[config.mk]
export PLATFORM = sky130hd
export DESIGN_NAME = addsub_serial
export DESIGN_NICKNAME = d
export VERILOG_FILES = /design/src/rtl/addsub_pkg.sv /design/src/rtl/addsub_serial_digit.sv /design/src/rtl/addsub_serial.sv
export SDC_FILE = /design/constraint.sdc
export NUM_CORES = 1
export LEC_CHECK = 0
export CAP_MARGIN = 40
export CORE_UTILIZATION = 47
export CTS_BUF_LIST = sky130_fd_sc_hd__clkbuf_8
export DETAILED_ROUTE_END_ITERATION = 16
export PLACE_DENSITY_LB_ADDON = 0.05
export SLEW_MARGIN = 0
export SYNTH_ARGS = -nofsm -noshare
export SYNTH_HDL_FRONTEND = slang
export SYNTH_SLANG_ARGS = --single-unit
[constraint.sdc]
create_clock -name clk -period 2.8 [get_ports clk]
set_input_delay 0.84 -clock clk [delete_from_list [all_inputs] [get_ports clk]]
set_output_delay 0.84 -clock clk [all_outputs]
set_load 0.05 [all_outputs]
[src/rtl/addsub_pkg.sv]
// Shared types and helpers for the digit-serial add/subtract unit.
package addsub_pkg;

    typedef enum logic [1:0] {
        IDLE = 2'd0,
        RUN  = 2'd1,
        DONE = 2'd2
    } state_t;

    localparam logic MODE_ADD = 1'b0;
    localparam logic MODE_SUB = 1'b1;

    function automatic logic calc_ov(
        input logic i_mode,
        input logic i_a_msb,
        input logic i_b_msb,
        input logic i_s_msb
    );
        if (i_mode == MODE_SUB)
            return (i_a_msb != i_b_msb) && (i_s_msb != i_a_msb);
        return (i_a_msb == i_b_msb) && (i_s_msb != i_a_msb);
    endfunction

endpackage

[src/rtl/addsub_serial_digit.sv]
// DIGIT-bit ripple slice; sub mode propagates a true borrow.
module digit_addsub
    import addsub_pkg::*;
#(
    parameter int DIGIT = 4
) (
    input  logic [DIGIT-1:0] x,
    input  logic [DIGIT-1:0] y,
    input  logic             cin,
    input  logic             mode,
    output logic [DIGIT-1:0] d,
    output logic             cout
);

    logic [DIGIT:0] w_c;

    assign w_c[0] = cin;
    assign cout   = w_c[DIGIT];

    for (genvar gi = 0; gi < DIGIT; gi++) begin : g_bit
        logic w_carry;
        logic w_borrow;

        assign d[gi]     = x[gi] ^ y[gi] ^ w_c[gi];
        assign w_carry   = (x[gi] & y[gi]) | (w_c[gi] & (x[gi] ^ y[gi]));
        assign w_borrow  = (~x[gi] & (y[gi] | w_c[gi])) | (y[gi] & w_c[gi]);
        assign w_c[gi+1] = (mode == MODE_SUB) ? w_borrow : w_carry;
    end

endmodule

[src/rtl/addsub_serial.sv]
// Multi-cycle add/subtract: DIGIT bits per RUN cycle, LSB first,
// with a start/busy/done handshake.
module addsub_serial
    import addsub_pkg::*;
#(
    parameter int WIDTH = 16,
    parameter int DIGIT = 4
) (
    input  logic             clk,
    input  logic             rst,
    input  logic             start,
    input  logic             mode,
    input  logic [WIDTH-1:0] a,
    input  logic [WIDTH-1:0] b,
    input  logic             ci,
    output logic             busy,
    output logic             done,
    output logic [WIDTH-1:0] s,
    output logic             co,
    output logic             ov
);

    localparam int N  = WIDTH / DIGIT;
    localparam int CW = (N > 1) ? $clog2(N) : 1;

    state_t           r_state;
    state_t           w_next;
    logic [CW-1:0]    r_cnt;
    logic [WIDTH-1:0] r_a;
    logic [WIDTH-1:0] r_b;
    logic             r_mode;
    logic             r_chain;
    logic [WIDTH-1:0] r_s;
    logic             r_co;
    logic             r_ov;

    logic [DIGIT-1:0] w_d;
    logic             w_cout;
    logic             w_last;
    logic             w_accept;

    assign w_last   = (r_cnt == CW'(N - 1));
    assign w_accept = start && (r_state != RUN);

    digit_addsub #(.DIGIT(DIGIT)) u_slice (
        .x    (r_a[DIGIT-1:0]),
        .y    (r_b[DIGIT-1:0]),
        .cin  (r_chain),
        .mode (r_mode),
        .d    (w_d),
        .cout (w_cout)
    );

    always_ff @(posedge clk) begin
        if (rst) r_state <= IDLE;
        else     r_state <= w_next;
    end

    always_comb begin
        w_next = r_state;
        unique case (r_state)
            IDLE:    if (start) w_next = RUN;
            RUN:     if (w_last) w_next = DONE;
            DONE:    w_next = start ? RUN : IDLE;
            default: w_next = IDLE;
        endcase
    end

    always_comb begin
        busy = (r_state == RUN);
        done = (r_state == DONE);
    end

    // Operands shift right so the slice always sees the current digit
    always_ff @(posedge clk) begin
        if (rst) begin
            r_cnt   <= '0;
            r_a     <= '0;
            r_b     <= '0;
            r_mode  <= MODE_ADD;
            r_chain <= 1'b0;
            r_s     <= '0;
            r_co    <= 1'b0;
            r_ov    <= 1'b0;
        end else if (w_accept) begin
            r_cnt   <= '0;
            r_a     <= a;
            r_b     <= b;
            r_mode  <= mode;
            r_chain <= ci;
        end else if (r_state == RUN) begin
            r_s[32'(r_cnt) * DIGIT +: DIGIT] <= w_d;
            r_chain <= w_cout;
            r_a     <= r_a >> DIGIT;
            r_b     <= r_b >> DIGIT;
            r_cnt   <= r_cnt + 1'b1;
            if (w_last) begin
                r_co <= w_cout;
                r_ov <= calc_ov(r_mode, r_a[DIGIT-1],
                                r_b[DIGIT-1], w_d[DIGIT-1]);
            end
        end
    end

    assign s  = r_s;
    assign co = r_co;
    assign ov = r_ov;

endmodule

==> results.json, run 1 <==
{
  "fin_tns_setup_ns": -0.290,
  "clk_path_buf_depth": 2,
  "fin_cells": 390,
  "grt_pass1_wl_um": 9200,
  "holdCritStartpoint": "s[0]",
  "cts_tree": "done",
  "wl_per_cell_um": 14.1,
  "period_needed_ns": 2.91,
  "switchingPower_w": 0.000487,
  "run_status": "finished with violations",
  "synthMostInstantiatedCell": "dfxtp_1",
  "hpwl_um": 3880,
  "path_buf_inv": 1,
  "avgSynthCellArea_um2": 9.88,
  "antenna_left": 0,
  "maxCapViolations": 0,
  "dp_cells": 380,
  "final_util": 0.658,
  "clockRootBuffer": "clkbuf_8",
  "rsz0062_at_grt": "yes",
  "power_frac_seq": 0.489,
  "num_antenna_cells": 0,
  "cp_max_fo": 4,
  "drc_errors": 0,
  "synthDistinctLibCells": 35,
  "nFillCells": 433,
  "ys_ff_latch": 56,
  "min_path_cells": 2,
  "area_growth_pct": 31.1,
  "grt_usage": 0.194,
  "syn_nets": 318,
  "ys_async_sr_fraction": 0,
  "yosysSeqAreaShare": 0.427,
  "antenna_found_initial": 0,
  "startpoint_type": "register",
  "hold_violations": 0,
  "drt_iter0_drc": 79,
  "clock-sinks": 56,
  "r2r_cells": 11,
  "drt-pass1-iter-count": 4,
  "holdBufCountCts": 0,
  "clkLatencyLatePin_ns": 0.31,
  "ir_worst_vdd_uv": 276,
  "clk_transition_reported_paths_ns": 0.10,
  "swShare": 0.269,
  "synthTopCellsByArea": "dfxtp_1 (43%), mux2i_1 (13%), a211oi_1 (7.1%), fa_1 (6.1%), nor2_1 (6.0%)",
  "core_um2": 5240,
  "rows": 26,
  "fin_skew_ns": 0.0125,
  "grt_pass1_vias": 1896,
  "required_ns": 3.04,
  "regToRegStartpoint": "r_a[0]",
  "worstPathCellList": "inv_2, fa_2, mux2_4, fa_2, mux2i_4, fa_2, mux2_4, fa_2, xnor2_1, nand4_1, a21oi_2",
  "vias": 2032,
  "timing.rr.end": "ov",
  "synth_area_um2": 2630,
  "crit_type": "reg -> reg",
  "vias_per_cell": 5.21,
  "wl_um": 5520,
  "place.gp.congestion": 0.755,
  "drv_slew": 0,
  "max_freq_ghz": 0.344,
  "die_w_um": 76.8,
  "layout-drive-gt1-share": 0.128,
  "synth-edff-count": 0,
  "cts_max_level": 2,
  "grt-ovfl-total": 0,
  "critical_path.top_delay_family": "adder cells",
  "final_net_count": 371,
  "ys.warnings.count": 0,
  "hold_end": "s[0]",
  "initial_core_util": 0.502,
  "crit_slowest_cell": "fa_2",
  "worst-path-stages": 11,
  "boundaryPins": 57,
  "fin_ws_ns": -0.106,
  "numCtsBuffers": 5,
  "io_buffers": 56,
  "violations": "setup timing",
  "crit_arrival_ns": 3.14,
  "ys.flop_type": "dfxtp_1",
  "p_comb_frac": 0.201,
  "hold_class": "reg -> reg",
  "power_density_nw_per_um2": 525,
  "tightest_slew_ns": 0.550,
  "end_kind": "register",
  "p_int_w": 0.00132,
  "synth_top_area_cell": "dfxtp_1",
  "crit_path_frequent_cell": "fa_2",
  "die_y_um": 76.8,
  "slew_headroom": 0.633,
  "leakage_nw": 1.36,
  "setup_viol": 3,
  "seqCellArea_um2": 1130,
  "dieArea_um2": 5890,
  "critPathLaunch": "r_a[0]",
  "synth_common_cells": "dfxtp_1 (56), nor2_1 (42), mux2i_1 (34), a211oi_1 (25), inv_1 (18)",
  "multi_input_comb_area_um2": 1400,
  "reg2reg_setup_slack_ns": -0.11,
  "synth_cells": 266,
  "clkPwrFrac": 0.309,
  "period_share": 1.04,
  "synth_top_area_share": 0.427,
  "grt_max_degree": 57,
  "critical-path-max-stage-delay_ns": 0.46
}
## kinds of logic after synthesis
logic type,Yosys count,share of synthesized area
AOI/OAI and AO/OA,51,0.151
xor gates and xnor gates,2,0.00667
adders and majority gates,15,0.0943
buffers and inverters,38,0.0610
DFF,56,0.427
muxes,36,0.138
and+or+nand+nor,68,0.122
## registers in the layout, summed over array words and instances (netlist names)
signal   cells
r_a         16
r_b         16
s           16
r_cnt        2
r_state      2
co           1
ov           1
r_chain      1
r_mode       1
## through the flow
step | setup WS, ns | hold slack (ns) | power (W) | area, um^2
global route | -0.204 | 0.513 | 0.00189 | 3440
global placement | -0.0890 | 0.468 | 0.00124 | 3290
detailed placement | -0.168 | 0.472 | 0.00125 | 3290
floorplan | -0.0421 | 0.461 | 0.00113 | 2670
finish | -0.106 | 0.487 | 0.00181 | 3440
CTS | -0.104 | 0.487 | 0.00180 | 3420
## layout by cell type, fill, tap and decap left out, types with 2 or more instances in the layout
cell type | synthesis | routed
inv_1 | 18 | 15
mux2_4 | 0 | 2
o32ai_2 | 1 | 2
buf_2 | 8 | 2
nand3_1 | 4 | 4
nand2b_1 | 6 | 5
buf_4 | 2 | 8
buf_12 | 0 | 2
nor2_1 | 42 | 42
dfxtp_1 | 56 | 54
xnor2_1 | 2 | 2
nand3b_1 | 2 | 2
nand2_1 | 4 | 4
a21oi_1 | 5 | 4
o32ai_1 | 7 | 6
a211oi_1 | 25 | 25
and2_1 | 2 | 2
clkbuf_8 | 0 | 6
fa_2 | 0 | 7
o21ai_0 | 2 | 2
mux2i_1 | 34 | 33
clkdlybuf4s50_1 | 0 | 53
inv_2 | 1 | 4
ha_1 | 7 | 7
a32oi_1 | 8 | 8
## worst min-delay path: stages (launching register included)
cell	delay (ns)
dfxtp_1	0.32
inv_1	0.05
o32ai_1	0.07
## final cells by class
type                    count  area share
well taps                  70      0.0254
multi-input cells         172       0.406
inverters                  19      0.0207
flip-flops and latches     56       0.327
clock buffers               6      0.0240
repair buffers             65       0.186
clock inverters             2      0.0113
## metal layers
layer  vias up  GRT usage  wire length, um
met5         -          0                0
met4         0     0.0519               43
met3         5     0.0333              190
met2        41      0.291             2460
met1       946      0.283             2820
li1       1040          -                -
## worst max-delay path by stage
stage / endpoint
floorplan: ov
global placement: ov
detailed placement: ov
CTS: ov
global route: ov
finish: ov
## power by group through the flow
stage / sequential (W) / combinational (W) / clock, W
2_1_floorplan: 0.000907 / 0.000221 / 0
3_3_place_gp: 0.000901 / 0.000344 / 0
3_5_place_dp: 0.000902 / 0.000349 / 0
4_1_cts: 0.000884 / 0.000352 / 0.000568
5_1_grt: 0.000892 / 0.000399 / 0.000603
6_report: 0.000884 / 0.000364 / 0.000559
## timing repair
item,in CTS,in global routing
gates resized for setup,1,4
pin swaps,5,3
endpoints found under the hold margin,0,0
endpoints found under the setup margin,5,6
setup buffers,0,2
No activity file was read; power rests on OpenSTA's default activity.
==> run 2: changes to the inputs <==
--- a/config.mk
+++ b/config.mk
@@ -5,7 +5,7 @@
 export SDC_FILE = /design/constraint.sdc
 export NUM_CORES = 1
 export LEC_CHECK = 0
-export CAP_MARGIN = 40
+export CAP_MARGIN = 20
 export CORE_UTILIZATION = 47
 export CTS_BUF_LIST = sky130_fd_sc_hd__clkbuf_8
 export DETAILED_ROUTE_END_ITERATION = 16
==> results of run 2 <==
No change in the layout: final DEF, timing and power equal those of run 1.
==> run 3: changes to the inputs <==
--- a/config.mk
+++ b/config.mk
@@ -6,6 +6,7 @@
 export NUM_CORES = 1
 export LEC_CHECK = 0
 export CAP_MARGIN = 20
+export CORE_MARGIN = 8
 export CORE_UTILIZATION = 47
 export CTS_BUF_LIST = sky130_fd_sc_hd__clkbuf_8
 export DETAILED_ROUTE_END_ITERATION = 16
==> run 3 against run 2 <==
Compared with the run above:
- the flow still finishes with violations (setup timing)
- global-route usage is 4.9 points lower
- first-iteration DRC count is 16% lower
- count of clock-buffer cells in the layout down 1
- final cell count stayed put
- critical endpoint unchanged
==> results.json, run 3 (synthesis results as in run 1) <==
{
  "worstPathCellList": "inv_2, fa_2, mux2_4, fa_2, mux2i_4, fa_2, mux2_4, fa_2, xnor2_2, nand4_1, a21oi_1",
  "place.gp.congestion": 0.770,
  "cts_tree": "done",
  "placed_area_um2": 3270,
  "wl_um": 5800,
  "clock-sinks": 56,
  "crit_path_frequent_cell": "fa_2",
  "final_common_cell": "dfxtp_1",
  "switchingPower_w": 0.000492,
  "slew_headroom": 0.611,
  "period_share": 1.03,
  "period_needed_ns": 2.90,
  "ir_worst_vdd_uv": 385,
  "grt_usage": 0.145,
  "startpoint_type": "register",
  "final_area_um2": 3410,
  "antenna_found_initial": 0,
  "power_frac_seq": 0.498,
  "r2r_cells": 11,
  "multi_input_comb_area_um2": 1390,
  "area_growth_pct": 29.6,
  "grt_pass1_wl_um": 9910,
  "final_cell_mix": "dfxtp_1 (54), clkdlybuf4s50_1 (53), nor2_1 (42), mux2i_1 (33), a211oi_1 (25)",
  "drt-pass1-iter-count": 4,
  "violations": "setup timing",
  "die_y_um": 90.8,
  "crit_type": "reg -> reg",
  "max_freq_ghz": 0.345,
  "hpwl_um": 4310,
  "rows": 27,
  "regToRegStartpoint": "r_b[0]",
  "critical-path-max-stage-delay_ns": 0.47,
  "antenna_left": 0,
  "wl_per_cell_um": 14.9,
  "timing.rr.end": "ov",
  "rsz0062_at_grt": "yes",
  "path_buf_inv": 1,
  "fin_ws_ns": -0.0957,
  "tightest_slew_ns": 0.584,
  "end_kind": "register",
  "leakage_nw": 1.34,
  "cp_max_fo": 4,
  "hold_ws_ns": 0.477,
  "numCtsBuffers": 5,
  "worst-path-stages": 11,
  "grt_pass1_vias": 2064,
  "clkPwrFrac": 0.301,
  "required_ns": 3.05,
  "drt_iter0_drc": 66,
  "maxCapViolations": 0,
  "hold_class": "reg -> reg",
  "hold_violations": 0,
  "crit_arrival_ns": 3.14,
  "final_net_count": 369,
  "p_comb_frac": 0.201,
  "clockRootBuffer": "clkbuf_8",
  "clkLatencyLatePin_ns": 0.31,
  "core_um2": 5440,
  "final_util": 0.626,
  "dieArea_um2": 8240,
  "crit_slowest_cell": "fa_2",
  "vias": 2024,
  "holdBufCountCts": 0,
  "boundaryPins": 57,
  "setup_viol": 4,
  "grt_max_degree": 57,
  "layout-drive-gt1-share": 0.116,
  "fin_skew_ns": 0.00277,
  "clk_path_buf_depth": 2,
  "initial_core_util": 0.483,
  "reg2reg_setup_slack_ns": -0.1,
  "grt-ovfl-total": 0,
  "run_status": "finished with violations",
  "p_int_w": 0.00128,
  "drv_slew": 0,
  "seqCellArea_um2": 1130,
  "clk_transition_reported_paths_ns": 0.10,
  "vias_per_cell": 5.19,
  "nFillCells": 487,
  "fin_cells": 390,
  "cts_max_level": 2,
  "critPathLaunch": "r_b[0]",
  "holdCritStartpoint": "ov",
  "dp_cells": 381,
  "cp-endpoint": "ov",
  "io_buffers": 56,
  "critical_path.top_delay_family": "adder cells",
  "drc_errors": 0,
  "die_w_um": 90.8,
  "swShare": 0.277,
  "num_antenna_cells": 0,
  "power_density_nw_per_um2": 521,
  "fin_tns_setup_ns": -0.135
}
## run 3: changes by cell type in the layout (fill, tap and decap cells not counted), sizes merged
cell and delta:
buf -2, clkbuf -1, clkinvlp +1
## run 3: metal layers
metal  vias to the layer above  GRT usage  part of all wire
met5                         -          0                 0
met4                         0     0.0559             0.013
met3                         8     0.0399             0.042
met2                        39      0.238              0.49
met1                       942      0.175              0.45
li1                       1035          -                 -
## run 3: timing repair
action                                  4_1_cts  5_1_grt
buffers inserted                              0        1
endpoints found under the setup margin        5        5
gates resized for setup                       0        3
pin swaps                                     4        2
## run 3: area by class of cell
cell class,count,share of cell area
clock inverter,3,0.0125
timing repair buffer,63,0.180
sequential,56,0.331
multi-input combinational,172,0.409
tap,72,0.0265
inverter,19,0.0209
clock buffer,5,0.0202
## run 3: worst min-delay path by stage
stage               slack (ns)  cells past startpoint  endpoint
floorplan                 0.46                      2   r_a[12]
global placement          0.47                      2      s[2]
detailed placement        0.47                      2      s[2]
CTS                       0.48                      2      s[2]
global route              0.50                      2      s[1]
finish                    0.48                      2        ov
## run 3: worst min-delay path, stage by stage (launching register included)
cell and delay (ns):
dfxtp_1 0.32, o21ai_0 0.06, a21oi_1 0.06
## run 3: per-stage QoR
stage / setup slack, ns / total power (W)
2_1_floorplan: -0.0421 / 0.00113
3_3_place_gp: -0.0923 / 0.00125
3_5_place_dp: -0.167 / 0.00126
4_1_cts: -0.104 / 0.00178
5_1_grt: -0.190 / 0.00186
6_report: -0.0957 / 0.00178
## run 3: power by group through the flow
stage	Sequential, W	Clock (W)	Combinational, W
global route	0.000891	0.000581	0.000392
finish	0.000884	0.000534	0.000358
CTS	0.000884	0.000544	0.000354
floorplan	0.000907	0	0.000221
detailed placement	0.000902	0	0.000354
global placement	0.000901	0	0.000347
==> variant 1 (settings of run 3) <==
Encoding of `state_t`: now one-hot (3 bits for 3 states).
--- a/src/rtl/addsub_pkg.sv
+++ b/src/rtl/addsub_pkg.sv
@@ -1,10 +1,10 @@
 // Shared types and helpers for the digit-serial add/subtract unit.
 package addsub_pkg;
 
-    typedef enum logic [1:0] {
-        IDLE = 2'd0,
-        RUN  = 2'd1,
-        DONE = 2'd2
+    typedef enum logic [2:0] {
+        IDLE = 3'b001,
+        RUN  = 3'b010,
+        DONE = 3'b100
     } state_t;
 
     localparam logic MODE_ADD = 1'b0;
Behaviour: same outputs for any inputs over 10 cycles, from zero or initial values and one cycle with rst high; not proved beyond that.
==> variant 1 against run 3 <==
  * The run still ends with negative setup slack left
  * Worst setup slack got worse by 0.15 ns
  * Synthesized cell count rose by 5.3%
  * Critical path depth fell by 1
  * Sequential cell count rose by 1
  * Clock power rose by 42%
  * Fmax fell by 5.0%
  * Final area rose by 9.6%
  * First-iteration DRC count rose by 38%
  * Synthesized area rose by 9.7%
  * Routed wire length rose by 8.8%
  * Total power rose by 7.8%
  * Count of clock-buffer cells in the layout rose by 5
  * Die area rose by 7.9%
==> variant 1: results <==
[synthesis]
post_synth_num_cell_types = 39
synth-seq-area-share = 0.396
synthTopCellsByArea = "dfxtp_1, mux2i_1, a211oi_2"
syn-instance-count = 280
yosys.area_share.adder = 0.0860
muxShareOfSynthArea = 0.126
synth_xor_area_frac = 0.00608

[cells_and_area]
inverters = 12
comb.multi_input.count = 192
nNetsFinal = 389
instances_no_fill = 417
num-clock-buffers = 10
drive_above_1_share = 0.243
seq_area_frac = 0.307
buffers_excl_clock = 65
multi_input_area_um2 = 1640

[power_and_ir_drop]
vdd.ir_drop.worst_v = 0.000406
p_comb_w = 0.000280
p_total_w = 0.00191

[clock_network]
htreeDepth = 3
ctsResizeCount = 3
clk_pin_slew_ns = 0.07
clock-sinks = 57

[timing]
setup_viol = 5
setup_slack_ns = -0.250
fin_skew_ns = 0.00822
tightest_slew_ns = 0.683

[global_routing]
grt_pass1_wl_um = 10400
grt_util_met1 = 0.175
grtUsageTotal = 0.149

[drt]
route.met2.wl_um = 3060
dr_wl_met3_um = 313
drt-initial-drc-count = 91
num_vias = 2184
totalWireLength_um = 6310
wl_met1_um = 2810

[place]
gp_congestion = 0.766
hpwl_um = 4440
preCtsSetupSlack_ns = -0.277
dp.cells = 401
placed_area_um2 = 3510

[setup_path]
crit_fanout = 5
worstPathArrival_ns = 3.32

[run_status]
status = "complete, but fails checks"
violations = "negative setup slack"

[floorplan]
core-area_um2 = 5920
## variant 1: changes by cell type after synthesis, moves of 8 or more
cell      before  now
a21oi_1        5   21
nand2_1        4   19
nor2_1        42   32
a32oi_1        8    0
inv_1         18   10
a211oi_2       0   25
a211oi_1      25    0
nand4_1        1   13
## variant 1: path summary, 6_finish.rpt
path	from	end	slack, ns	cells past startpoint
min	s[5]	s[5]	0.45	2
max	r_b[0]	s[3]	-0.25	10
max reg2reg	r_b[0]	s[3]	-0.25	10
min reg2reg	s[5]	s[5]	0.45	2
## variant 1: worst min-delay path, delay by kind of cell (launching register included)
| family | cells | cell delay [ns] |
|---|---|---|
| AO/OA/AOI/OAI | 1 | 0.05 |
| flip-flops | 1 | 0.31 |
| AND/OR/NAND/NOR | 1 | 0.05 |
==> variant 2 (settings of run 3) <==
Made on the original files. `WIDTH`: 16 -> 8.
--- a/src/rtl/addsub_serial.sv
+++ b/src/rtl/addsub_serial.sv
@@ -3,7 +3,7 @@
 module addsub_serial
     import addsub_pkg::*;
 #(
-    parameter int WIDTH = 16,
+    parameter int WIDTH = 8,
     parameter int DIGIT = 4
 ) (
     input  logic             clk,
Interface: changed (resized a, b and s); port bits go from 57 to 33. No check against the original RTL was run, so the function may have changed too.
==> variant 2 against run 3 <==
  * Total power fell by 36%
  * Hold slack improved by 0.0041 ns
  * Routed wire length fell by 50%
  * Clock skew barely moved
  * Global-route usage fell by 2.6 points
  * Worst setup slack improved by 0.12 ns
  * Sequential cell count fell by 25
  * Synthesized area fell by 43%
  * Final area fell by 41%
==> variant 2: results <==
[setup_path]
worstPathArrival_ns = 2.99
crit_fanout = 3
slowest_stage = "fa_1"
max_stage_delay_ns = 0.45
worstReg2RegStart = "r_a[0]"

[power_and_ir_drop]
leakagePower_nw = 0.800
vdd.ir_drop.worst_v = 0.000355

[synthesis]
post_synth_num_cell_types = 25
async_reset_ff_frac = 0
synth-seq-area-share = 0.411
synthTopCellsByArea = "dfxtp_1, mux2i_1, fa_1"
syn-num-nets = 172
syn-instance-count = 142
synth_common_cells = "dfxtp_1, mux2i_1, nor2_1, a211oi_1"

[cells_and_area]
drive_above_1_share = 0.211
nNetsFinal = 209

[place]
preCtsSetupSlack_ns = -0.143
gp_congestion = 0.728
io_buffers = 32
hpwl_um = 2170
dp.cells = 215

[global_routing]
grt_pass1_wl_um = 4830
grt_max_degree = 22
grtUsageTotal = 0.118

[timing]
setup_slack_ns = 0.0198
slew_headroom = 0.661
fin_skew_ns = 0.00314

[drt]
totalWireLength_um = 2900
wire_per_inst_um = 12.9
drt-initial-drc-count = 40
num_vias = 1059

[clock_network]
clk_latency_ns = 0.28
clk_pin_slew_ns = 0.06

[run_status]
status = "complete, no violations"

[min_path]
hold_path_startpoint = "s[0]"
[variant 2: worst paths after layout]
kind | end | depth (start not counted)
worst min-delay path | s[0] | 2
worst max-delay path | ov | 11
worst min register to register | s[0] | 2
worst max register to register | ov | 11
[variant 2: area by class of cell]
class	instances	area, um^2
Clock inverter	1	3.75
Fill cell	266	1040
Clock buffer	7	96.3
Timing Repair Buffer	39	375
Tap cell	44	55.1
Sequential cell	31	623
Multi-Input combinational cell	94	831
Inverter	8	30.0
[variant 2: through the flow]
step           TNS [ns]  hold WS, ns   util  instance area [um^2]  total power [W]
3_3_place_gp    -0.0936        0.464  0.611                  1870         0.000757
3_5_place_dp     -0.413        0.469  0.611                  1870         0.000765
5_1_grt          -0.305        0.520  0.660                  2010          0.00121
2_1_floorplan         0        0.461      -                  1510         0.000684
4_1_cts         -0.0292        0.488  0.654                  2000          0.00115
6_report              0        0.481  0.660                  2010          0.00114
[variant 2: what timing repair did]
action	CTS	global route
resized for setup	10	4
pin swaps	3	2
buffers inserted	1	0
setup endpoints to repair	5	6
[variant 2: per-layer routing]
metal	wire [um]	part of all wire	track usage	vias to the layer above
li1	-	-	-	549
met1	1250	0.43	0.126	478
met2	1350	0.47	0.187	27
met3	248	0.086	0.0659	5
met4	48	0.017	0.0533	0
met5	0	0	0	-
[variant 2: kinds of logic after synthesis]
logic type | Yosys count | share of synthesized area
simple gates | 38 | 0.137
buf+inv | 17 | 0.0647
compound gates | 24 | 0.121
xor+xnor | 2 | 0.0116
flops | 31 | 0.411
fa+ha+maj | 9 | 0.114
mux | 21 | 0.140
[variant 2: where the power goes]
part	internal, W	switching (W)	leakage [nW]
clock network	0.000220	0.000150	0.0557
logic	0.000130	0.000139	0.489
registers	0.000474	0.0000274	0.255
